<file path="src/rtl/bitvault_host_ctrl.sv">
// Initiator-side controller for a BitVault register file: one request in, one memory access, one response out.
// Optional bulk clear of every entry is built when BITVAULT_HOST_CLEAR_EN is defined.
module bitvault_host_ctrl #(
    parameter int ADDR_W = 2,
    parameter int DATA_W = 8
) (
    input  logic              clk,
    input  logic              rst_n,
    input  logic              req_valid,
    output logic              req_ready,
    input  logic              req_write,
    input  logic [ADDR_W-1:0] req_addr,
    input  logic [DATA_W-1:0] req_wdata,
    output logic              rsp_valid,
    input  logic              rsp_ready,
    output logic              rsp_write,
    output logic [DATA_W-1:0] rsp_rdata,
`ifdef BITVAULT_HOST_CLEAR_EN
    input  logic              clr_start,
    output logic              clr_busy,
`endif
    output logic              mem_we,
    output logic [ADDR_W-1:0] mem_addr,
    output logic [DATA_W-1:0] mem_wdata,
    input  logic [DATA_W-1:0] mem_rdata
);

    typedef enum logic [2:0] {
        IDLE,
        WR,
        RD,
        RD_CAP,
        RESP
`ifdef BITVAULT_HOST_CLEAR_EN
        , CLR
`endif
    } state_t;

    state_t state, state_nxt;
    logic   accept;

    // NOTE: state registers use non-blocking assignments so every flop samples pre-edge values.
    always_ff @(posedge clk or negedge rst_n) begin
        if (!rst_n) state <= IDLE;
        else        state <= state_nxt;
    end

    // NOTE: every output of this block gets a default first, so no path can infer a latch.
    always_comb begin
        state_nxt = state;
        accept    = 1'b0;
        case (state)
            IDLE: begin
`ifdef BITVAULT_HOST_CLEAR_EN
                if (clr_start) state_nxt = CLR;
                else
`endif
                if (req_valid) begin
                    accept    = 1'b1;
                    state_nxt = req_write ? WR : RD;
                end
            end
            WR:     state_nxt = RESP;
            RD:     state_nxt = RD_CAP;
            RD_CAP: state_nxt = RESP;
            RESP:   if (rsp_ready) state_nxt = IDLE;
`ifdef BITVAULT_HOST_CLEAR_EN
            CLR:    if (mem_addr == '1) state_nxt = IDLE;
`endif
            default: state_nxt = IDLE;
        endcase
    end

    // Decoded straight from the state register so reset drops mem_we without waiting for an edge.
    always_comb begin
        req_ready = (state == IDLE);
        rsp_valid = (state == RESP);
        mem_we    = (state == WR);
`ifdef BITVAULT_HOST_CLEAR_EN
        req_ready = (state == IDLE) && !clr_start;
        mem_we    = (state == WR) || (state == CLR);
        clr_busy  = (state == CLR);
`endif
    end

    always_ff @(posedge clk or negedge rst_n) begin
        if (!rst_n) begin
            mem_addr  <= '0;
            mem_wdata <= '0;
            rsp_rdata <= '0;
            rsp_write <= 1'b0;
        end else begin
            if (accept) begin
                mem_addr  <= req_addr;
                mem_wdata <= req_wdata;
            end
            case (state)
                WR: begin
                    rsp_rdata <= mem_wdata;
                    rsp_write <= 1'b1;
                end
                RD_CAP: begin
                    rsp_rdata <= mem_rdata;
                    rsp_write <= 1'b0;
                end
`ifdef BITVAULT_HOST_CLEAR_EN
                IDLE: if (state_nxt == CLR) begin
                    mem_addr  <= '0;
                    mem_wdata <= '0;
                end
                CLR: if (mem_addr != '1) mem_addr <= mem_addr + ADDR_W'(1);
`endif
                default: ;
            endcase
        end
    end

endmodule

</file>
<file path="config.mk">
export PLATFORM = sky130hd
export DESIGN_NAME = bitvault_host_ctrl
export DESIGN_NICKNAME = d
export VERILOG_FILES = /design/src/rtl/bitvault_host_ctrl.sv
export SDC_FILE = /design/constraint.sdc
export NUM_CORES = 1
export LEC_CHECK = 0
export BUFFER_PORTS_ARGS = -buffer_cell sky130_fd_sc_hd__buf_4
export CORE_ASPECT_RATIO = 0.7
export CORE_MARGIN = 3
export CORE_UTILIZATION = 41
export DETAILED_ROUTE_END_ITERATION = 10
export PLACE_DENSITY = 0.77
export RECOVER_POWER = 100
export SKIP_CTS_REPAIR_TIMING = 1
export SYNTH_ARGS = -nofsm -noshare
export SYNTH_HDL_FRONTEND = slang
export SYNTH_SLANG_ARGS = --single-unit
</file>
<file path="constraint.sdc">
create_clock -name clk -period 1.45 [get_ports clk]
set_clock_uncertainty 0.15 [all_clocks]
set_input_delay 0.0725 -clock clk [delete_from_list [all_inputs] [get_ports clk]]
set_output_delay 0.0725 -clock clk [all_outputs]
set_load 0.01 [all_outputs]
</file>
==> results of run 1 <==
-- through the flow --
step                      TNS, ns  hold slack [ns]
after detailed placement   -0.603           -0.173
after global placement    -0.0620           -0.177
after floorplan            -0.733           -0.373
final                       -1.48            0.135
after global routing        -2.57            0.164
after CTS                   -1.19           -0.524
-- area by class of cell --
type,instances,area share (%)
Clock buffer,4,2.28
Multi-Input combinational cell,40,26.7
Sequential cell,22,34.6
Tap cell,32,2.52
Timing Repair Buffer,73,33.9
-- where the power goes --
group | switching, W | internal [W]
logic | 0.000664 | 0.000848
clock network | 0.000187 | 0.000153
registers | 0.000206 | 0.000922
-- per-layer routing --
metal | up-vias | part of all wire, % | global-route usage, %
met4 | 0 | 0 | 1.26
met2 | 31 | 50 | 24.4
met5 | - | 0 | 0
met1 | 397 | 44 | 18.6
li1 | 383 | - | -
met3 | 0 | 5.7 | 5.50
-- synthesized netlist by cell type, types with 2 or more instances --
library cell	count
nor2b_1	2
dfrtp_1	22
buf_6	2
mux2_2	26
clkbuf_2	2
nor3_1	2
nor3b_1	2
-- final timing paths --
kind	start	to	slack (ns)	cells past startpoint
setup / recovery	state[1]	mem_wdata[1]	-0.09	3
hold / removal	rst_n	mem_addr[1]	0.13	2
setup reg to reg	state[1]	mem_wdata[1]	-0.09	3
hold reg to reg	rsp_write	rsp_write	0.34	1
max in group asynchronous	rst_n	rsp_rdata[4]	0.62	2
min in group clk	req_valid	mem_wdata[0]	0.22	4
-- cell usage in the layout (no fill, tap or decap) --
cell           synthesis  final
nor3_1                 2      1
dlygate4sd3_1          0     23
clkbuf_4               0      3
mux2_4                 0      4
a21o_1                 1      1
buf_6                  2      2
nor2b_2                0      1
nor4b_4                0      1
a21oi_1                1      1
buf_4                  1     28
nand2_1                1      1
nor2_1                 1      1
nor3_2                 0      1
clkbuf_8               0      1
dfrtp_1               22     22
nor3b_1                2      1
mux2_2                26     22
o21a_1                 1      1
nand2b_1               1      1
or4b_1                 1      1
clkbuf_2               2      1
clkbuf_1               0     19
nor3b_2                0      1
nor2b_1                2      1
-- critical path, delay by kind of cell, from the launching register on --
family	cells	cell delay [ns]
buf+inv	1	0.20
mux	1	0.34
simple gates	1	0.30
flops	1	0.43
-- logic make-up (layout without fill, tap and decap cells) --
family	count (synthesis)	in the layout	share of synthesized area [%]
multiplexers	26	26	29.7
flip-flops	22	22	55.9
AND/OR/NAND/NOR	11	11	7.75
buffers and inverters	6	77	4.57
AO/OA/AOI/OAI	3	3	2.03
-- flip-flops by register name, indices dropped and copies added (netlist names) --
| name | count |
|---|---|
| state | 3 |
| mem_wdata | 8 |
| rsp_write | 1 |
| mem_addr | 2 |
| rsp_rdata | 8 |
==> summary.md, run 1 <==
| Metric | Value |
|---|---|
| Worst vdd ir | `around 0.00096 V` |
| F_max | `about 650 MHz` |
| DP Worst Slack | `-0.0622 ns` |
| Register area share after synthesis | `55.9%` |
| Fin nets | `163` |
| Unrepaired setup endpoints after global routing | `yes` |
| Iter 0 DRT Violations | `35` |
| Worst endpoint required time | `1.49 ns` |
| Core area | `2210 um^2` |
| Post-Syn Area per Cell | `roughly 14 um^2` |
| Cell taking the most area after synthesis | `dfrtp_1` |
| Lkg Pwr | `about 0.7 nW` |
| Worst path cell trace | `nor4b_4, buf_4, mux2_2` |
| Area Overhead vs Synth | `61.6%` |
| Fin crit share | `106%` |
| GRT Residual Overflow | `0` |
| Number of fill cells | `roughly 180` |
| Slew Limit Fails | `0` |
| #FFs+latches synth | `22` |
| Pre-antenna DRT Iters | `4` |
| CTS Buffer Depth | `2` |
| Crit end category | `flop` |
| Global placer's final weighted congestion | `0.692` |
| Storage element area | `551 um^2` |
| Fin worst setup slack | `-0.0903 ns` |
| Kind of critical path | `flop to flop` |
| Failing checks | `negative setup slack` |
| Pwr Density | `~1900 nW/um^2` |
| Num Clock Sinks | `22` |
| Area after DPL | `roughly 1400 um^2` |
| Number of remaining DRC errors | `0` |
| Post-synth net total | `about 90` |
| Final period demand of the worst path | `roughly 1.5 ns` |
| Post-synth ARST share | `100%` |
| CP arrival | `1.58 ns` |
| Total number of vias | `~810` |
| Synthesized instance count | `68` |
| CTS buffer count | `3` |
| Routed WL | `2520 um` |
| Antenna violations before repair | `0` |
| Max incr delay on CP | `0.43 ns` |
| ANT cells | `0` |
| Drt via density | `4.74` |
| Final std cells w/o fill | `171` |
| Die X | `about 65 um` |
| Global-route wire length before repair | `3240 um` |
| Post-synthesis cell type count | `17` |
| CP Launch Type | `flop` |
| Clock Tree Root | `clkbuf_4` |
| DP Cell Count | `144` |
| H-tree Lvls | `1` |
| Power Total | `0.00298 W` |
| Hold Fails Final Rpt | `0` |
| Multi-input logic area | `about 430 um^2` |
| Worst min path class | `primary input to async pin` |
| Top_reg_cell synth | `dfrtp_1` |
| Number of synthesized flops with an enable pin | `0` |
| Post-DRT Antenna Nets | `0` |
| Full die area | `between 3000 and 4000 um^2` |
| # setup viols final | `22` |
| Util after Layout | `a little over 70%` |
| Initial core utilization | `44.6%` |
| Boundary Pins | `45` |
| Share of layout cells above drive strength 1 | `46.8%` |
| Routed wire per std cell | `between 10 and 15 um` |
| Finished Cell Area | `1590 um^2` |
| Slew margin rel. | `61.6%` |
| Largest net degree at the start of global routing | `23` |
| Cell row count | `14` |
| Chip height | `47 um` |
| All-Layer GR Usage | `14.4%` |
| Outcome | `finished, violations left` |
| Clock-pin slew of the registers on the worst-case setup and hold paths | `0.13 ns` |
| # port buffers | `44` |
| CTS tree | `done` |
| Warnings, synthesis | `0` |
| Cell area after synthesis | `985 um^2` |
| Max Cap Violations | `0` |
| Crit path max fanout | `5` |
| Post-synth top area share | `55.9%` |
| Vias in the first global route | `~660` |
| Slowest-stage cell, CP | `dfrtp_1` |
| Largest cells by area after synthesis | `dfrtp_1 (56%), mux2_2 (30%), buf_6 (2.3%)` |
| Worst-Margin Slew | `0.576 ns` |
| Hpwl dp | `between 1500 and 2000 um` |
| Clock Latency Late Sink | `0.31 ns` |
Power figures use the tool's default switching activity.
==> run 2: changes to the inputs <==
--- a/config.mk
+++ b/config.mk
@@ -10,7 +10,8 @@
 export CORE_MARGIN = 3
 export CORE_UTILIZATION = 41
 export DETAILED_ROUTE_END_ITERATION = 10
-export PLACE_DENSITY = 0.77
+export GPL_TIMING_DRIVEN = 0
+export PLACE_DENSITY = 0.74
 export RECOVER_POWER = 100
 export SKIP_CTS_REPAIR_TIMING = 1
 export SYNTH_ARGS = -nofsm -noshare
==> summary.md, run 2 (synthesis results as in run 1) <==
| Metric | Value |
|---|---|
| Worst path cell trace | `buf_6, nor4b_4, buf_6, mux2_4` |
| ANT cells | `0` |
| Antenna violations before repair | `0` |
| Slowest-stage cell, CP | `dfrtp_1` |
| Clock Tree Root | `clkbuf_4` |
| Most frequent cells in the layout | `buf_4 (45), dlygate4sd3_1 (22), dfrtp_1 (20), mux2_4 (13), mux2_2 (13)` |
| Worst min path class | `primary input to flop` |
| Max Cap Violations | `0` |
| Global placer's final weighted congestion | `0.742` |
| Drt via density | `4.85` |
| Clock Latency Late Sink | `0.30 ns` |
| Lkg Pwr | `between 0.8 and 0.9 nW` |
| Hpwl dp | `1500 um` |
| CP Launch Type | `flop` |
| Hold Path Cell Cnt | `3` |
| # setup viols final | `21` |
| Largest net degree at the start of global routing | `23` |
| DP Cell Count | `~140` |
| Area Overhead vs Synth | `74.1%` |
| All-Layer GR Usage | `14.2%` |
| Vias in the first global route | `slightly above 700` |
| Iter 0 DRT Violations | `30` |
| CTS Buffer Depth | `2` |
| GRT Residual Overflow | `0` |
| Util after Layout | `77.7%` |
| Commonest non-fill, non-tap cell in the layout | `buf_4` |
| Global-route wire length before repair | `around 3200 um` |
| DP Worst Slack | `-0.195 ns` |
| Max incr delay on CP | `0.39 ns` |
| Worst vdd ir | `0.00115 V` |
| Die X | `64.6 um` |
| Kind of critical path | `flop to flop` |
| Routed wire per std cell | `around 15 um` |
| Crit path max fanout | `5` |
| Final std cells w/o fill | `171` |
| Routed WL | `2580 um` |
| Share of layout cells above drive strength 1 | `between 60% and 70%` |
| CTS buffer count | `3` |
| Full die area | `3040 um^2` |
| Area after DPL | `around 1400 um^2` |
| Worst-Margin Slew | `0.544 ns` |
| Cell row count | `14` |
| Fin nets | `164` |
| Pwr Density | `1950 nW/um^2` |
| Core area | `~2200 um^2` |
| Hold Slack | `~0.016 ns` |
| F_max | `just over 600 MHz` |
| CTS tree | `done` |
| Failing checks | `negative setup slack` |
| Hold Fails Final Rpt | `0` |
| Total number of vias | `830` |
| Fin worst setup slack | `-0.186 ns` |
| Largest registers | `mem_wdata x8, rsp_rdata x8, state x3` |
| Slew Limit Fails | `0` |
| CP dominant cell by count | `buf_6` |
| Outcome | `finished, violations left` |
| Number of remaining DRC errors | `0` |
| Fin crit share | `113%` |
| Post-DRT Antenna Nets | `0` |
| Final period demand of the worst path | `~1.6 ns` |
| Worst endpoint required time | `approximately 1.5 ns` |
| Initial core utilization | `between 40% and 50%` |
| Slew margin rel. | `63.7%` |
| Pre-antenna DRT Iters | `2` |
| Unrepaired setup endpoints after global routing | `yes` |
| Clock-pin slew of the registers on the worst-case setup and hold paths | `0.12 ns` |
| Finished Cell Area | `1710 um^2` |
| R2R depth | `4` |
| CP arrival | `1.68 ns` |
| Crit end category | `flop` |
| H-tree Lvls | `1` |
| Chip height | `47 um` |
| Boundary Pins | `45` |
| Num Clock Sinks | `22` |
| # port buffers | `44` |
-- run 2: cell types whose count changed in the layout (fill, tap and decap cells not counted), sizes merged --
cell / previous run / this run
dlygate4sd3: 23 / 22
clkbuf: 24 / 4
buf: 30 / 51
-- run 2: area by class of cell --
class	instances	area, um^2
flip-flops and latches	22	553
repair buffers	70	589
well taps	32	40.0
fillers	138	493
plain buffers	4	41.3
multi-input cells	40	468
clock buffers	3	22.5
-- run 2: stage by stage --
step | power (W) | setup TNS [ns]
floorplan | 0.00201 | -0.733
global placement | 0.00265 | -1.78
global route | 0.00355 | -3.05
CTS | 0.00296 | -3.05
finish | 0.00334 | -2.52
detailed placement | 0.00269 | -2.23
-- run 2: per-layer routing --
metal | GRT usage, % | wire, um | up-vias
met4 | 1.26 | 0 | 0
met1 | 18.0 | 1090 | 416
li1 | - | - | 384
met2 | 24.0 | 1360 | 30
met5 | 0 | 0 | -
met3 | 6.46 | 140 | 0
-- run 2: worst paths after layout --
kind / slack, ns / startpoint / endpoint
max: -0.19 / state[1] / mem_addr[0]
max in group asynchronous: 0.66 / rst_n / state[0]
min in group asynchronous: 0.11 / rst_n / state[2]
max reg2reg: -0.19 / state[1] / mem_addr[0]
min: 0.02 / req_valid / state[1]
min reg2reg: 0.36 / rsp_write / rsp_write
-- run 2: power by group --
group | total, W | internal [W] | switching, W | leakage, nW
clock | 0.000272 | 0.0000969 | 0.000176 | 0.0138
combinational | 0.00191 | 0.00122 | 0.000692 | 0.547
sequential | 0.00116 | 0.000927 | 0.000236 | 0.260
-- run 2: worst max-delay path, delay by kind of cell, from the launching register on --
kind / cells / cell delay, ns
AND/OR/NAND/NOR: 1 / 0.35
buffers and inverters: 2 / 0.33
multiplexers: 1 / 0.30
flip-flops: 1 / 0.39
